--- src/rtl/s526_bist_driver_pkg.sv ---
// Shared types and constants for the s526 BIST driver: state encoding, polynomial taps, widths.
package s526_bist_pkg;

  typedef enum logic [2:0] {
    IDLE,
    INIT,
    RUN,
    DRAIN,
    DONE
  } bist_state_e;

  localparam int PAT_W  = 3;
  localparam int RESP_W = 6;
  localparam int SIG_W  = 16;

  // Taps at bits 15,13,12,10 shared by the pattern LFSR and the MISR.
  localparam logic [SIG_W-1:0] TAP_MASK = 16'hB400;

  // An all-zero LFSR never leaves zero, so a zero seed is swapped for 1.
  function automatic logic [SIG_W-1:0] seed_fix(input logic [SIG_W-1:0] s);
    return (s == '0) ? 16'h0001 : s;
  endfunction

endpackage

--- src/rtl/s526_bist_driver_if.sv ---
// Harness-side bus of the s526 BIST driver; PASS exists only with S526_BIST_CMP_EN defined.
interface s526_bist_if;

  logic                                 START;
  logic [s526_bist_pkg::PAT_W-1:0]      PAT;
  logic [s526_bist_pkg::RESP_W-1:0]     RESP;
  logic                                 BUSY;
  logic                                 DONE;
  logic [s526_bist_pkg::SIG_W-1:0]      SIG;
`ifdef S526_BIST_CMP_EN
  logic                                 PASS;

  modport master (input START, RESP, output PAT, BUSY, DONE, SIG, PASS);
  modport slave  (output START, RESP, input PAT, BUSY, DONE, SIG, PASS);
`else
  modport master (input START, RESP, output PAT, BUSY, DONE, SIG);
  modport slave  (output START, RESP, input PAT, BUSY, DONE, SIG);
`endif

endinterface

--- src/rtl/s526_bist_driver_lfsr16.sv ---
// 16-bit shift register with seed load; mode selects plain LFSR or MISR (data folded in).
module bist_lfsr16
  import s526_bist_pkg::*;
#(
  parameter logic [SIG_W-1:0] RST_VAL = '0
) (
  input  logic             clk,
  input  logic             rst,
  input  logic             load_i,
  input  logic             en_i,
  input  logic             misr_mode_i,
  input  logic [SIG_W-1:0] seed_i,
  input  logic [SIG_W-1:0] data_i,
  output logic [SIG_W-1:0] q_o,
  output logic [SIG_W-1:0] d_o
);

  logic [SIG_W-1:0] val_q, val_d, step;

  always_comb begin
    step = {val_q[SIG_W-2:0], ^(val_q & TAP_MASK)};
    if (misr_mode_i) step = step ^ data_i;
    val_d = val_q;
    if (load_i)    val_d = seed_i;
    else if (en_i) val_d = step;
  end

  always_ff @(posedge clk or posedge rst) begin
    if (rst) val_q <= RST_VAL;
    else     val_q <= val_d;
  end

  assign q_o = val_q;
  assign d_o = val_d;

endmodule

--- src/rtl/s526_bist_driver.sv ---
// s526 BIST driver: LFSR patterns out, MISR signature of responses in.
// Optional golden compare with PASS output when S526_BIST_CMP_EN is defined.
//
// state | meaning
// IDLE  | after reset, waiting for START
// INIT  | PAT=001 holds the s526 synchronous clear for INIT_CYC cycles
// RUN   | N_PAT pseudo-random patterns applied
// DRAIN | PAT=0 for RESP_LAT cycles while last responses fold in
// DONE  | signature stable, waiting for START
module s526_bist_driver
  import s526_bist_pkg::*;
#(
  parameter int unsigned      N_PAT     = 256,
  parameter int unsigned      INIT_CYC  = 2,
  parameter int unsigned      RESP_LAT  = 1,
  parameter logic [SIG_W-1:0] LFSR_SEED = 16'hACE1,
  parameter logic [SIG_W-1:0] MISR_SEED = 16'h0000
`ifdef S526_BIST_CMP_EN
  , parameter logic [SIG_W-1:0] GOLDEN_SIG = 16'h0000
`endif
) (
  input logic         CK,
  input logic         RST,
  s526_bist_if.master bus
);

  localparam logic [15:0]      INIT_LD  = 16'(INIT_CYC - 1);
  localparam logic [15:0]      RUN_LD   = 16'(N_PAT - 1);
  localparam logic [15:0]      DRAIN_LD = 16'(RESP_LAT - 1);
  localparam logic [SIG_W-1:0] LFSR_LD  = seed_fix(LFSR_SEED);

  bist_state_e         state_q;
  logic [15:0]         cnt_q;
  logic [PAT_W-1:0]    pat_q;
  logic                busy_q, done_q;
  logic [RESP_LAT-1:0] vld_q;
  logic                start_acc, cnt_zero, unused_bits;
  logic [SIG_W-1:0]    lfsr_q, lfsr_d, misr_q, misr_d;

  assign start_acc = bus.START && (state_q == IDLE || state_q == DONE);
  assign cnt_zero  = (cnt_q == '0);

  bist_lfsr16 #(.RST_VAL(LFSR_LD)) u_lfsr (
    .clk(CK), .rst(RST), .load_i(start_acc), .en_i(state_q == RUN),
    .misr_mode_i(1'b0), .seed_i(LFSR_LD), .data_i('0),
    .q_o(lfsr_q), .d_o(lfsr_d)
  );

  // MISR advances only when the delayed RUN marker says a real response is present.
  bist_lfsr16 #(.RST_VAL(MISR_SEED)) u_misr (
    .clk(CK), .rst(RST), .load_i(start_acc), .en_i(vld_q[RESP_LAT-1]),
    .misr_mode_i(1'b1), .seed_i(MISR_SEED), .data_i({{(SIG_W-RESP_W){1'b0}}, bus.RESP}),
    .q_o(misr_q), .d_o(misr_d)
  );

  always_ff @(posedge CK or posedge RST) begin
    if (RST) begin
      state_q <= IDLE;
      cnt_q   <= '0;
      pat_q   <= '0;
      busy_q  <= 1'b0;
      done_q  <= 1'b0;
      vld_q   <= '0;
    end else begin
      vld_q <= RESP_LAT'({vld_q, state_q == RUN});
      unique case (state_q)
        IDLE, DONE: begin
          if (bus.START) begin
            state_q <= INIT;
            cnt_q   <= INIT_LD;
            pat_q   <= 3'b001;
            busy_q  <= 1'b1;
            done_q  <= 1'b0;
          end
        end
        INIT: begin
          if (cnt_zero) begin
            state_q <= RUN;
            cnt_q   <= RUN_LD;
            pat_q   <= lfsr_q[PAT_W-1:0];
          end else begin
            cnt_q <= cnt_q - 1'b1;
          end
        end
        RUN: begin
          if (cnt_zero) begin
            state_q <= DRAIN;
            cnt_q   <= DRAIN_LD;
            pat_q   <= '0;
          end else begin
            cnt_q <= cnt_q - 1'b1;
            pat_q <= lfsr_d[PAT_W-1:0];
          end
        end
        DRAIN: begin
          if (cnt_zero) begin
            state_q <= DONE;
            busy_q  <= 1'b0;
            done_q  <= 1'b1;
          end else begin
            cnt_q <= cnt_q - 1'b1;
          end
        end
        default: state_q <= IDLE;
      endcase
    end
  end

  assign bus.PAT  = pat_q;
  assign bus.BUSY = busy_q;
  assign bus.DONE = done_q;
  assign bus.SIG  = misr_q;

`ifdef S526_BIST_CMP_EN
  logic pass_q;

  // Compare against the post-update MISR value, since the final fold lands on the DONE edge.
  always_ff @(posedge CK or posedge RST) begin
    if (RST)                             pass_q <= 1'b0;
    else if (start_acc)                  pass_q <= 1'b0;
    else if (state_q == DRAIN && cnt_zero) pass_q <= (misr_d == GOLDEN_SIG);
  end

  assign bus.PASS    = pass_q;
  assign unused_bits = ^{lfsr_q[SIG_W-1:PAT_W], lfsr_d[SIG_W-1:PAT_W]};
`else
  assign unused_bits = ^{lfsr_q[SIG_W-1:PAT_W], lfsr_d[SIG_W-1:PAT_W], misr_d};
`endif

endmodule

--- src/flat_wrapper.sv ---
// flat-port wrapper written by rule: the top's interface ports become plain ports
module s526_bist_driver_flat import s526_bist_pkg::*;
#(
  parameter int unsigned      N_PAT     = 256,
  parameter int unsigned      INIT_CYC  = 2,
  parameter int unsigned      RESP_LAT  = 1,
  parameter logic [SIG_W-1:0] LFSR_SEED = 16'hACE1,
  parameter logic [SIG_W-1:0] MISR_SEED = 16'h0000

)
  (CK, RST, bus_START, bus_RESP, bus_PAT, bus_BUSY, bus_DONE, bus_SIG);
  s526_bist_if bus_i ();
  input logic CK;
  input logic RST;
  input wire logic [$bits(bus_i.START)-1:0] bus_START;
  input wire logic [$bits(bus_i.RESP)-1:0] bus_RESP;
  output wire logic [$bits(bus_i.PAT)-1:0] bus_PAT;
  output wire logic [$bits(bus_i.BUSY)-1:0] bus_BUSY;
  output wire logic [$bits(bus_i.DONE)-1:0] bus_DONE;
  output wire logic [$bits(bus_i.SIG)-1:0] bus_SIG;
  assign bus_i.START = bus_START;
  assign bus_i.RESP = bus_RESP;
  assign bus_PAT = bus_i.PAT;
  assign bus_BUSY = bus_i.BUSY;
  assign bus_DONE = bus_i.DONE;
  assign bus_SIG = bus_i.SIG;
  s526_bist_driver #(.N_PAT(N_PAT), .INIT_CYC(INIT_CYC), .RESP_LAT(RESP_LAT), .LFSR_SEED(LFSR_SEED), .MISR_SEED(MISR_SEED)) u_core (.CK(CK), .RST(RST), .bus(bus_i));
endmodule
--- config.mk ---
export PLATFORM = sky130hd
export DESIGN_NAME = s526_bist_driver_flat
export DESIGN_NICKNAME = d
export VERILOG_FILES = /design/src/rtl/s526_bist_driver_pkg.sv /design/src/rtl/s526_bist_driver_if.sv /design/src/rtl/s526_bist_driver_lfsr16.sv /design/src/rtl/s526_bist_driver.sv /design/src/flat_wrapper.sv
export SDC_FILE = /design/constraint.sdc
export NUM_CORES = 1
export LEC_CHECK = 0
export ABC_AREA = 1
export BUFFER_PORTS_ARGS = -buffer_cell sky130_fd_sc_hd__buf_2
export CORE_ASPECT_RATIO = 1.5
export CORE_MARGIN = 2
export CORE_UTILIZATION = 40
export CTS_CLUSTER_SIZE = 40
export DETAILED_ROUTE_END_ITERATION = 7
export GPL_TIMING_DRIVEN = 0
export HOLD_SLACK_MARGIN = 0.05
export PLACE_DENSITY = 0.68
export SLEW_MARGIN = 15
export SYNTH_ARGS = -nofsm -noshare
export SYNTH_HDL_FRONTEND = slang
export SYNTH_HIERARCHICAL = 1
export SYNTH_SLANG_ARGS = --single-unit
--- constraint.sdc ---
create_clock -name CK -period 1.7 [get_ports CK]
set_clock_uncertainty 0.1 [all_clocks]
set_input_delay 0.255 -clock CK [delete_from_list [all_inputs] [get_ports CK]]
set_output_delay 0.255 -clock CK [all_outputs]
set_load 0.05 [all_outputs]
==> metrics <==
Yosys top cell area share=33.24%; critical path buffer and inverter count=4; WL/cell=between 10 and 15 um; Fillers=between 800 and 900; H-Tree Depth=3; Arr. time, crit path=~1900 ps; final hold vios=0; Pwr Total=9.160 mW; Final Cycle Share=103.7%; sequential-to-total area share from yosys stat=between 30 and 40%; post-synth top area cell=dfrtp_1; DRC Markers=0; post-route ant nets=0; worst hold slack=~140 ps; setup slack, reg-to-reg=-60 ps; Slew headroom=32.91%; Warnings, synthesis=6; final setup vio count=16; Peak VDD IR=between 900 and 1000 uV; CTS clock-pin slew for the worst setup and hold paths=approximately 50 ps; top_reg_cell synth=dfrtp_1; boundary pin count=30; simple-gate portion of the synthesized area=33.65%; status=finished with violations; Antenna diodes=0; Post-DP HPWL=between 5 and 6 mm; fin worst setup slack=-62.24 ps; # port buffers=29; first-pass GRT wire length=between 10 and 15 mm; fmax=about 570 MHz; critical path's largest stage delay=approximately 420 ps; Layout Nets=between 600 and 700; total CTS buffers=9; largest family of logic cells by synthesized area=simple AND/OR/NAND/NOR gates; slowest CP cell=dfrtp_1; vias in the first global route=~3100; post-synthesis cell count=slightly below 500; Overall Global Routing Usage=between 10% and 20%; TritonCTS clock tree=built; Initial DRT Pass Iterations=5; Mean Syn Cell Area=7.512 um2; post-synthesis compound-gate area fraction=approximately 9%; P_leak=2.323 nW; dpl cells=approximately 700; CP Max Fanout=7; power density cells=1900 nW/um2; Max Cap Violations=0; critical path required time=between 1500 and 2000 ps; post-layout instance count excluding filler cells=approximately 720; DR vias=roughly 3300; initial antenna violation count=0; number of synthesized flops with an enable pin=0; Hold/Removal Path Class=in2reg; measured slew at the worst slew-check pin=between 1000 and 1500 ps; minimum clock period=roughly 1800 ps; largest net degree at the start of global routing=26; Pins Over Slew Limit=0; #FFs+latches synth=between 50 and 60; type of origin of the critical path=register; crit-path cells=inv_2 > nor2_2 > inv_1 > nor2_4 > nand3_4 > nand2_8 > inv_8 > nand2_2 > nand2_1 > inv_1 > nor2_2; core area=between 8000 and 9000 um2; RSZ-0062 raised after global routing=yes; 1st-iter DRT viols=163; cell with the most instances after synthesis=nand2_1; die height=between 100 and 150 um; Initial Util=between 40% and 50%; Vias/cell=4.614; area grow syn2layout=30.70%; top cells by count, synth=189 x nand2_1, 49 x dfrtp_1, 42 x inv_1; Synth Area in XOR/XNOR=under 10%; DRT Wirelength=just under 9 mm; RD Place Congestion=roughly 0.83; delay-heaviest family, CP=simple AND/OR/NAND/NOR gates; mapped cell area=roughly 3700 um2; DIE WIDTH=approximately 82 um; Crit. End Element=register; largest cells by area after synthesis=dfrtp_1 33%, nand2_1 19%, xor2_1 8.8%; clk sink count=57; die area=~10000 um2; failing checks=setup timing; asr flop ratio synth=100.0%; layout cells sized above 1=between 20% and 30%; clock root buffer=clkbuf_16; Longest Clk Path Bufs=2; multiplexer share of the synthesized area=less than 1%; post-synthesis adder-cell area fraction=less than 1%; clk_lat worst skew=330 ps; post-synth cell types=33; Remaining Overflow, GRT=0; critical path class=reg2reg; row cnt=42
## report_power, final
group	internal [mW]	switching [mW]	total [mW]	leakage (nW)
clock network	1.27	0.625	1.90	0.152
registers	2.08	0.591	2.67	0.664
logic	1.63	2.97	4.60	1.51
## layout by cell type (no fill, tap or decap), types with 5 or more instances in the layout
cell type	netlist	routed
dfrtp_1	49	49
inv_1	42	34
nand2_1	189	176
buf_2	8	32
buf_4	2	17
nor2_2	11	12
dfstp_2	8	8
xor2_1	37	37
nand3_1	23	21
a21oi_1	7	7
nand2_2	20	31
conb_1	2	60
nor2_1	22	19
nor2_4	3	5
inv_2	1	6
clkbuf_16	0	9
buf_6	2	5
nor3_1	5	5
o211ai_1	30	30
## repair_timing
action,in CTS,in global routing
gates cloned,1,0
endpoints found under the hold margin,24,0
hold buffers,1,0
setup endpoints to repair,45,32
buffers inserted,10,6
pin swaps,4,6
gates resized for setup,34,24
## routing by layer
| layer | GRT usage [%] | up-vias | share of wire, % |
|---|---|---|---|
| met2 | 32.71 | 54 | 54 |
| met4 | 8.646 | 0 | 2.4 |
| li1 | - | 1718 | - |
| met1 | 20.55 | 1539 | 41 |
| met5 | 0 | - | 0 |
| met3 | 3.481 | 20 | 2.6 |
## sequential cells by signal, indices dropped and copies added (netlist names)
register           flops
u_core/u_lfsr/q_o     16
u_core/vld_q           1
u_core/bus.BUSY        1
u_core/cnt_q          16
u_core/bus.PAT         3
u_core/bus.DONE        1
u_core/u_misr/q_o     16
u_core/state_q         3
## worst min-delay path, cell delays in order
cell and delay [ps]:
buf_2 100, nor2_1 60, mux2i_1 110
## layout make-up
class                      count  area, um2  area share, %
buffer                        16      161.4          3.348
clock buffer                  10      229.0          4.750
clock inverter                 6      82.58          1.713
inverter                      44      183.9          3.815
multi-input combinational    432       2292          47.55
sequential                    57       1436          29.80
tap                          110      137.6          2.855
timing repair buffer          46      291.5          6.047
timing repair inverter         1      6.256         0.1298
## final timing paths
path / start / to / cells past startpoint
setup / recovery: u_core/state_q[0] / u_core/cnt_q[13] / 11
hold / removal: bus_START / u_core/state_q[2] / 3
setup reg to reg: u_core/state_q[0] / u_core/cnt_q[13] / 11
hold reg to reg: u_core/bus.PAT[2] / u_core/bus.PAT[2] / 2
max in group asynchronous: RST / u_core/bus.PAT[2] / 3
min in group asynchronous: RST / u_core/u_misr/q_o[2] / 3
## stage by stage
step,TNS (ps),utilization (%),setup WS [ps],cell area (um2)
floorplan,0,-,8.434,3906
global placement,-4888,47.17,-345.4,4189
detailed placement,-5498,47.17,-371.0,4189
CTS,-364.5,52.72,-40.42,4682
global route,-2492,54.28,-140.7,4821
finish,-434.3,54.28,-62.24,4821
## cell families after synthesis
kind of cell / Yosys count
AO/OA/AOI/OAI: 48
XOR/XNOR: 40
adder cells (fa/ha/maj): 2
buffers and inverters: 60
flip-flops: 57
multiplexers: 1
other: 2
AND/OR/NAND/NOR: 281
Note: power is estimated with default switching activity, not from simulation.
